## src/rtl/qpu_exu_trigger.sv

```systemverilog
// QPU time base, AWG codeword strobes and measurement feedback for the event queue.
// Optional measurement watchdog enabled by defining QPU_TRIGGER_MEAS_TIMEOUT_EN.
module qpu_exu_trigger #(
   parameter int unsigned TIME_WIDTH   = 16,
   parameter int unsigned QI_NUM       = 4,
   parameter int unsigned QI_W         = 8,
   parameter int unsigned MEAS_NUM     = 1,
   parameter int unsigned QUBIT_NUM    = 4,
   parameter int unsigned MEAS_TIMEOUT = 1023
) (
   input  logic                                   clk,
   input  logic                                   rst,
   input  logic                                   i_start,
   input  logic                                   i_stop,
   output logic                                   o_trigger,
   input  logic                                   i_clk_ena,
   output logic [TIME_WIDTH-1:0]                  o_clk,
   input  logic [QI_NUM+MEAS_NUM-1:0]             i_evq_valid,
   input  logic [QI_NUM*QI_W+MEAS_NUM*QUBIT_NUM-1:0] i_evq_data,
   output logic [QI_NUM-1:0]                      awg_o_valid,
   output logic [QI_NUM*QI_W-1:0]                 awg_o_code,
   output logic                                   meas_o_req,
   output logic [QUBIT_NUM-1:0]                   meas_o_mask,
   input  logic                                   meas_i_rsp_valid,
   input  logic [QUBIT_NUM-1:0]                   meas_i_result,
   output logic [QUBIT_NUM-1:0]                   qubit_measure_zero,
   output logic [QUBIT_NUM-1:0]                   qubit_measure_one,
   output logic [QUBIT_NUM-1:0]                   qubit_measure_equ,
`ifdef QPU_TRIGGER_MEAS_TIMEOUT_EN
   output logic                                   o_meas_timeout,
`endif
   output logic                                   o_meas_busy
);

   typedef enum logic [1:0] {StIdle, StRun, StHold} state_e;

   state_e                state_q, state_d;
   logic [TIME_WIDTH-1:0] time_q, time_d;

   always_comb begin
      state_d = state_q;
      time_d  = time_q;
      unique case (state_q)
         StIdle: if (i_start && !i_stop) begin
            state_d = StRun;
            time_d  = '0;
         end
         StRun: begin
            if (i_clk_ena) time_d = time_q + 1'b1;
            if (i_stop)          state_d = StIdle;
            else if (!i_clk_ena) state_d = StHold;
         end
         StHold: begin
            if (i_stop)         state_d = StIdle;
            else if (i_clk_ena) state_d = StRun;
         end
         default: state_d = StIdle;
      endcase
   end

   always_ff @(posedge clk) begin
      if (rst) begin
         state_q <= StIdle;
         time_q  <= '0;
      end else begin
         state_q <= state_d;
         time_q  <= time_d;
      end
   end

   assign o_trigger = (state_q != StIdle);
   assign o_clk     = time_q;

   always_ff @(posedge clk) begin
      if (rst) begin
         awg_o_valid <= '0;
         awg_o_code  <= '0;
      end else begin
         awg_o_valid <= i_evq_valid[QI_NUM-1:0];
         for (int l = 0; l < QI_NUM; l++) begin
            if (i_evq_valid[l]) awg_o_code[l*QI_W +: QI_W] <= i_evq_data[l*QI_W +: QI_W];
         end
      end
   end

   logic [QUBIT_NUM-1:0] req_mask, launch;
   logic [QUBIT_NUM-1:0] issued_q, issued_d, pending_q, pending_d, mask_q, mask_d;
   logic [QUBIT_NUM-1:0] one_q, one_d, zero_q, zero_d, equ_q, equ_d, prev_q, prev_d;
   logic                 busy_q, busy_d, req_q, req_d, rsp;
`ifdef QPU_TRIGGER_MEAS_TIMEOUT_EN
   localparam int unsigned CNT_W = $clog2(MEAS_TIMEOUT + 1);
   logic [CNT_W-1:0] cnt_q, cnt_d;
   logic             tmo_q, tmo_d;
`endif

   always_comb begin
      req_mask = '0;
      for (int m = 0; m < MEAS_NUM; m++) begin
         if (i_evq_valid[QI_NUM+m]) begin
            req_mask = req_mask | i_evq_data[QI_NUM*QI_W + m*QUBIT_NUM +: QUBIT_NUM];
         end
      end
   end

   always_comb begin
      busy_d    = busy_q;
      issued_d  = issued_q;
      pending_d = pending_q;
      req_d     = 1'b0;
      mask_d    = mask_q;
      one_d     = one_q;
      zero_d    = zero_q;
      equ_d     = equ_q;
      prev_d    = prev_q;
      rsp       = meas_i_rsp_valid && busy_q;
      launch    = pending_q | req_mask;
`ifdef QPU_TRIGGER_MEAS_TIMEOUT_EN
      tmo_d = tmo_q;
      cnt_d = (busy_q && !rsp) ? cnt_q + 1'b1 : '0;
`endif
      if (rsp) begin
         for (int q = 0; q < QUBIT_NUM; q++) begin
            if (issued_q[q]) begin
               one_d[q]  = meas_i_result[q];
               zero_d[q] = ~meas_i_result[q];
               equ_d[q]  = (meas_i_result[q] == prev_q[q]);
               prev_d[q] = meas_i_result[q];
            end
         end
         pending_d = '0;
         if (launch != '0) begin
            req_d    = 1'b1;
            mask_d   = launch;
            issued_d = launch;
         end else begin
            busy_d   = 1'b0;
            issued_d = '0;
         end
      end else if (busy_q) begin
         pending_d = pending_q | req_mask;
`ifdef QPU_TRIGGER_MEAS_TIMEOUT_EN
         if (cnt_q == CNT_W'(MEAS_TIMEOUT - 1)) begin
            busy_d    = 1'b0;
            issued_d  = '0;
            pending_d = '0;
            tmo_d     = 1'b1;
            cnt_d     = '0;
         end
`endif
      end else if (req_mask != '0) begin
         req_d    = 1'b1;
         mask_d   = req_mask;
         issued_d = req_mask;
         busy_d   = 1'b1;
      end
      // Outstanding qubits read 0 so conditional events evaluate false until the result lands.
      one_d  = one_d & ~(issued_d | pending_d);
      zero_d = zero_d & ~(issued_d | pending_d);
      equ_d  = equ_d & ~(issued_d | pending_d);
   end

   always_ff @(posedge clk) begin
      if (rst) begin
         busy_q    <= 1'b0;
         issued_q  <= '0;
         pending_q <= '0;
         req_q     <= 1'b0;
         mask_q    <= '0;
         one_q     <= '0;
         zero_q    <= '0;
         equ_q     <= '0;
         prev_q    <= '0;
      end else begin
         busy_q    <= busy_d;
         issued_q  <= issued_d;
         pending_q <= pending_d;
         req_q     <= req_d;
         mask_q    <= mask_d;
         one_q     <= one_d;
         zero_q    <= zero_d;
         equ_q     <= equ_d;
         prev_q    <= prev_d;
      end
   end

`ifdef QPU_TRIGGER_MEAS_TIMEOUT_EN
   always_ff @(posedge clk) begin
      if (rst) begin
         cnt_q <= '0;
         tmo_q <= 1'b0;
      end else begin
         cnt_q <= cnt_d;
         tmo_q <= tmo_d;
      end
   end

   assign o_meas_timeout = tmo_q;
`endif

   assign meas_o_req         = req_q;
   assign meas_o_mask        = mask_q;
   assign o_meas_busy        = busy_q;
   assign qubit_measure_one  = one_q;
   assign qubit_measure_zero = zero_q;
   assign qubit_measure_equ  = equ_q;

endmodule

```

## config.mk

```make
export PLATFORM = sky130hd
export DESIGN_NAME = qpu_exu_trigger
export DESIGN_NICKNAME = d
export VERILOG_FILES = /design/src/rtl/qpu_exu_trigger.sv
export SDC_FILE = /design/constraint.sdc
export NUM_CORES = 1
export LEC_CHECK = 0
export ABC_CLOCK_PERIOD_IN_PS = 1520
export CORE_ASPECT_RATIO = 1.75
export CORE_UTILIZATION = 40
export DETAILED_ROUTE_END_ITERATION = 8
export HOLD_SLACK_MARGIN = 0.15
export PLACE_DENSITY = 0.76
export SLEW_MARGIN = 10
export SYNTH_ARGS = -nofsm -noshare
export SYNTH_HDL_FRONTEND = slang
export SYNTH_SLANG_ARGS = --single-unit
export TNS_END_PERCENT = 100
```

## constraint.sdc

```tcl
create_clock -name clk -period 1.52 [get_ports clk]
set_input_delay 0.38 -clock clk [delete_from_list [all_inputs] [get_ports clk]]
set_output_delay 0.38 -clock clk [all_outputs]
set_load 0.02 [all_outputs]
```

==> metrics, run 1 <==
status finished with violations; failing checks design-rule violations, negative setup slack; Synth top area share 0.501; #FFs+latches synth 84; Post-DP HPWL 6300 um; worst skew pair latency 330 ps; Max Cap Viol 0; fin nets 571; Netlist Area Pre-Place 3360 um2; Bufs on Longest Clock Path 2; total number of vias 3227; Sink Count 84; Pins Over Slew Limit 0; gpl congestion 0.826; final worst slack -27.0 ps; EDFF count, synth 0; Hold WS between 400 and 500 ps; Leak 2.36 nW; share of layout cells above drive strength 1 0.166; DIE HEIGHT between 100 and 150 um; RSZ-0062 raised after global routing yes; site row count 43; YS warnings 0; Setup crit start kind flip-flop; dpl cells 596; top_reg_cell synth dfxtp_1; Syn Inst Count 364; final wirelength 8480 um; initial antenna violation count 0; PortBufs 121; cell taking the most area after synthesis dfxtp_1; CTS tree yes; final hold viol count 0; Seq/Total Area, Yosys 0.501; DR DRC count 5; Initial DRT Pass Iterations 9; vias in the first global route 3169; most common cell after layout, fill and taps aside dfxtp_1; Die W 71.3 um; slowest cell delay on critical path 360 ps; Setup crit end kind flip-flop; largest net degree at the start of global routing 34; clock transition at the registers of the reported paths 60 ps; largest cells by area after synthesis dfxtp_1, mux2i_1, nor2_1, a21oi_1, nand2_1; total core area 8020 um2; Max VDD drop 0.708 mV; 1st-iter DRT viols 138; mean post-synth cell area 9.23 um2; number of diodes 0; htree depth 3; pwr dens approximately 970 nW/um2; grt total ovfl 0; clk root buf clkbuf_16; FMAX roughly 650 MHz; worst min-delay path category input pin to flip-flop; Worst Skew 3.61 ps; Final setup viols 4; non-filler instance count after layout 614; CP required 1790 ps; Mapped Nets 416; crit share post-route 1.02; Initial Utilization 0.419; Power Total 0.00507 W; drt via density 5.26; Ports ~120; Worst Tran Pin Value 376 ps; crit-path leading delay family simple AND/OR/NAND/NOR gates; total die area 8780 um2; post-synthesis cell type count 41; Buf/Inv on CP 2; critical path class flip-flop to flip-flop; CTS Buf Count 9; post-synthesis async set-or-reset flop share 0; Wirelength per Cell about 14 um; arrival time worst endpoint 1810 ps; most frequent cells in the layout dfxtp_1, dlygate4sd2_1, nor2_1; GRT Total Usage 0.199; dpl ws -572 ps; Syn-to-layout area delta 56.0%; first-pass GRT wire length 13700 um; CP Max Fanout 6; min Tclk post-route 1550 ps; critical path cell sequence nor4b_4 -> buf_4 -> o2111ai_4 -> buf_6 -> or3_1 -> a21oi_1; remaining antenna violation count 0; critical path's slowest cell dfxtp_4; headroom to the max-slew limit 0.746
==> registers in the layout, indices dropped and copies added (netlist names), 2 cells and up <==
signal and cells:
qubit_measure_one 4, issued_q 4, pending_q 4, prev_q 4
awg_o_valid 4, meas_o_mask 4, state_q 2, awg_o_code 32
qubit_measure_equ 4, qubit_measure_zero 4, o_clk 16
==> cell type report <==
class                      instances  area [um2]
clock buffer                      11         243
sequential                        84        1690
fill                             667        2780
inverter                           2        7.51
timing repair buffer             164        1500
tap                               90         113
multi-input combinational        258        1660
clock inverter                     5        27.5
==> cells by family (layout without fill, tap and decap cells) <==
kind of cell | Yosys count | after routing | synth area share
and+or+nand+nor | 143 | 143 | 0.211
DFF | 84 | 84 | 0.501
AOI/OAI and AO/OA | 71 | 71 | 0.135
muxes | 33 | 33 | 0.0984
buffers and inverters | 22 | 182 | 0.0253
xor gates and xnor gates | 10 | 10 | 0.0261
adders and majority gates | 1 | 1 | 0.00373
==> where the power goes <==
| part | switching [W] | total, W | internal [W] |
|---|---|---|---|
| logic | 0.000366 | 0.000747 | 0.000380 |
| clock network | 0.000845 | 0.00198 | 0.00114 |
| registers | 0.0000550 | 0.00234 | 0.00229 |
==> per-layer routing <==
layer,share of wire,vias up,GRT usage
li1,-,1597,-
met1,0.38,1500,0.202
met2,0.52,115,0.362
met5,0,-,0
met3,0.084,15,0.0603
met4,0.023,0,0.105
==> metrics by stage <==
step            util  instance area, um2  setup TNS, ps
2_1_floorplan      -                3360           -462
3_3_place_gp   0.618                4960         -18310
3_5_place_dp   0.618                4960         -19160
4_1_cts        0.647                5180           -363
5_1_grt        0.653                5240           -471
6_report       0.653                5240          -72.0
==> what timing repair did <==
item                                    CTS  global route
hold buffers                              0             0
pin swaps                                 7            10
resized for setup                        94            19
endpoints found under the setup margin  108            19
setup buffers                             2             1
==> synthesized netlist by cell type (3+ instances only) <==
cell	n
o21ai_0	9
nor2b_1	6
nand3_1	15
a21oi_1	37
o211ai_1	7
nor2_1	53
nand2_1	25
nor3_1	9
dfxtp_1	84
xnor2_1	6
mux2i_1	33
clkbuf_1	17
or3_1	8
or4_1	3
a31oi_1	4
a221oi_1	4
nand2b_1	9
xor2_1	4
a31o_2	3
==> path summary, 6_finish.rpt <==
path | slack [ps] | depth (start not counted) | to | startpoint
worst min register to register | 460 | 2 | qubit_measure_equ[1] | qubit_measure_equ[1]
worst max-delay path | -30 | 6 | o_clk[9] | state_q[1]
worst max register to register | -30 | 6 | o_clk[9] | state_q[1]
worst min-delay path | 440 | 2 | awg_o_code[2] | rst
(Power assumes the default switching activity.)
==> run 2: changes to the inputs <==
--- a/config.mk
+++ b/config.mk
@@ -9,6 +9,6 @@
 export CORE_ASPECT_RATIO = 1.75
-export CORE_UTILIZATION = 40
+export CORE_UTILIZATION = 45
 export DETAILED_ROUTE_END_ITERATION = 8
+export DONT_BUFFER_PORTS = 1
 export HOLD_SLACK_MARGIN = 0.15
-export PLACE_DENSITY = 0.76
 export SLEW_MARGIN = 10
==> constraint.sdc (replaced) <==
create_clock -name clk -period 1.52 [get_ports clk]
set_input_delay 0.304 -clock clk [delete_from_list [all_inputs] [get_ports clk]]
set_output_delay 0.304 -clock clk [all_outputs]
set_load 0.02 [all_outputs]
==> metrics, run 2 (synthesis gave the netlist of run 1 again) <==
headroom to the max-slew limit 0.663; number of diodes 0; most frequent cells in the layout dfxtp_1, dlygate4sd3_1, nor2_1; clk root buf clkbuf_16; share of layout cells above drive strength 1 0.159; Worst Skew 4.76 ps; dpl ws -59.3 ps; Reg area around 1700 um2; Wirelength per Cell 15.3 um; gpl congestion 0.773; Final setup viols 1; pwr dens 1140 nW/um2; Ports 122; failing checks negative setup slack; area of the multi-input gates about 1600 um2; non-filler instance count after layout 539; critical path class flip-flop to flip-flop; CP Max Fanout 7; Initial DRT Pass Iterations 4; Pins Over Slew Limit 0; arrival time worst endpoint 1800 ps; Setup crit end kind flip-flop; CP startpoint state_q[1]; critical path cell sequence nor4b_4 -> buf_4 -> o2111ai_4 -> or4_1 -> a21oi_1; Biggest register awg_o_code; Sink Count 84; 1st-iter DRT viols 142; remaining antenna violation count 0; clock transition at the registers of the reported paths roughly 60 ps; dpl cells 467; largest net degree at the start of global routing 48; Initial Utilization 0.464; Max Cap Viol 0; critical path's slowest cell or4_1; Final Util 0.638; Bufs on Longest Clock Path 2; Critical R2R Launch state_q[1]; htree depth 3; DIE HEIGHT between 100 and 150 um; Worst Tran Pin Value slightly above 500 ps; Post-DP HPWL 5220 um; CTS Buf Count 9; number of fill cells approximately 600; GRT Total Usage 0.219; final worst slack -17.3 ps; grt total ovfl 0; total core area 7230 um2; Setup crit start kind flip-flop; CTS tree yes; status finished with violations; Syn-to-layout area delta 37.4%; final wirelength 8270 um; crit share post-route 1.01; site row count 41; Leak about 1.8 nW; initial antenna violation count 0; most common cell after layout, fill and taps aside dfxtp_1; FMAX between 600 and 700 MHz; worst skew pair latency 330 ps; min Tclk post-route 1540 ps; vias in the first global route 2894; Die W 67.3 um; drt via density 5.52; Max VDD drop 0.636 mV; hold path startpoint meas_i_result[2]; RSZ-0062 raised after global routing yes; total number of vias 2974; PortBufs 0; fin nets 500; worst min-delay path category input pin to flip-flop; max FFs per register 32; DR DRC count 0; slowest cell delay on critical path 420 ps; CP required 1780 ps; first-pass GRT wire length 12800 um; final hold viol count 0; total die area 7830 um2
[run 2: changes by cell type in the layout (fill, tap and decap cells not counted), moves of 2 or more]
cell and change:
dlygate4sd2_1 -77, clkdlybuf4s50_1 -41, dfxtp_4 -2, clkinv_2 -2, dfxtp_1 +3, buf_6 -4
dlygate4sd3_1 +55, clkinv_4 +2, bufinv_16 +2, buf_12 -2
[run 2: power breakdown]
group / internal [W] / total (W) / leakage, nW / switching, W
sequential: 0.00229 / 0.00245 / 0.688 / 0.000154
clock: 0.00148 / 0.00233 / 0.162 / 0.000846
combinational: 0.000281 / 0.000488 / 0.989 / 0.000207
[run 2: layout make-up]
class                      instances  share of cell area
clock buffer                      10              0.0518
clock inverter                     6              0.0190
inverter                           2             0.00163
multi-input combinational        258               0.353
sequential                        84               0.365
tap                               86              0.0233
timing repair buffer              93               0.187
[run 2: timing repair]
action / 4_1_cts / 5_1_grt
pin swaps: 3 / 4
resized for setup: 0 / 8
setup buffers: 0 / 1
endpoints found under the hold margin: 62 / 1
hold buffers: 55 / 1
endpoints found under the setup margin: 6 / 17
[run 2: metal layers]
layer	wire, um	global-route usage
met1	3140	0.224
met2	4320	0.387
met3	637	0.0674
met4	178	0.113
met5	0	0
[run 2: path summary, 6_finish.rpt]
kind | endpoint | slack (ps) | cells after the start
worst max-delay path | o_clk[15] | -20 | 5
worst max register to register | o_clk[15] | -20 | 5
worst min register to register | prev_q[0] | 470 | 2
worst min-delay path | qubit_measure_zero[2] | 190 | 3
[run 2: worst max-delay path, delay by kind of cell (launching register included)]
kind	cells	cell delay (ps)
compound gates	2	290
buf+inv	1	180
flops	1	340
simple gates	2	660
[run 2: stage by stage]
| step | hold WS [ps] | total power (W) | TNS [ps] | instance area, um2 |
|---|---|---|---|---|
| finish | 185 | 0.00526 | -17.3 | 4610 |
| CTS | 32.2 | 0.00530 | -165 | 4570 |
| floorplan | 373 | 0.00275 | -179 | 3360 |
| global placement | 383 | 0.00281 | 0 | 3680 |
| global route | 184 | 0.00544 | -190 | 4610 |
| detailed placement | 382 | 0.00281 | -138 | 3680 |
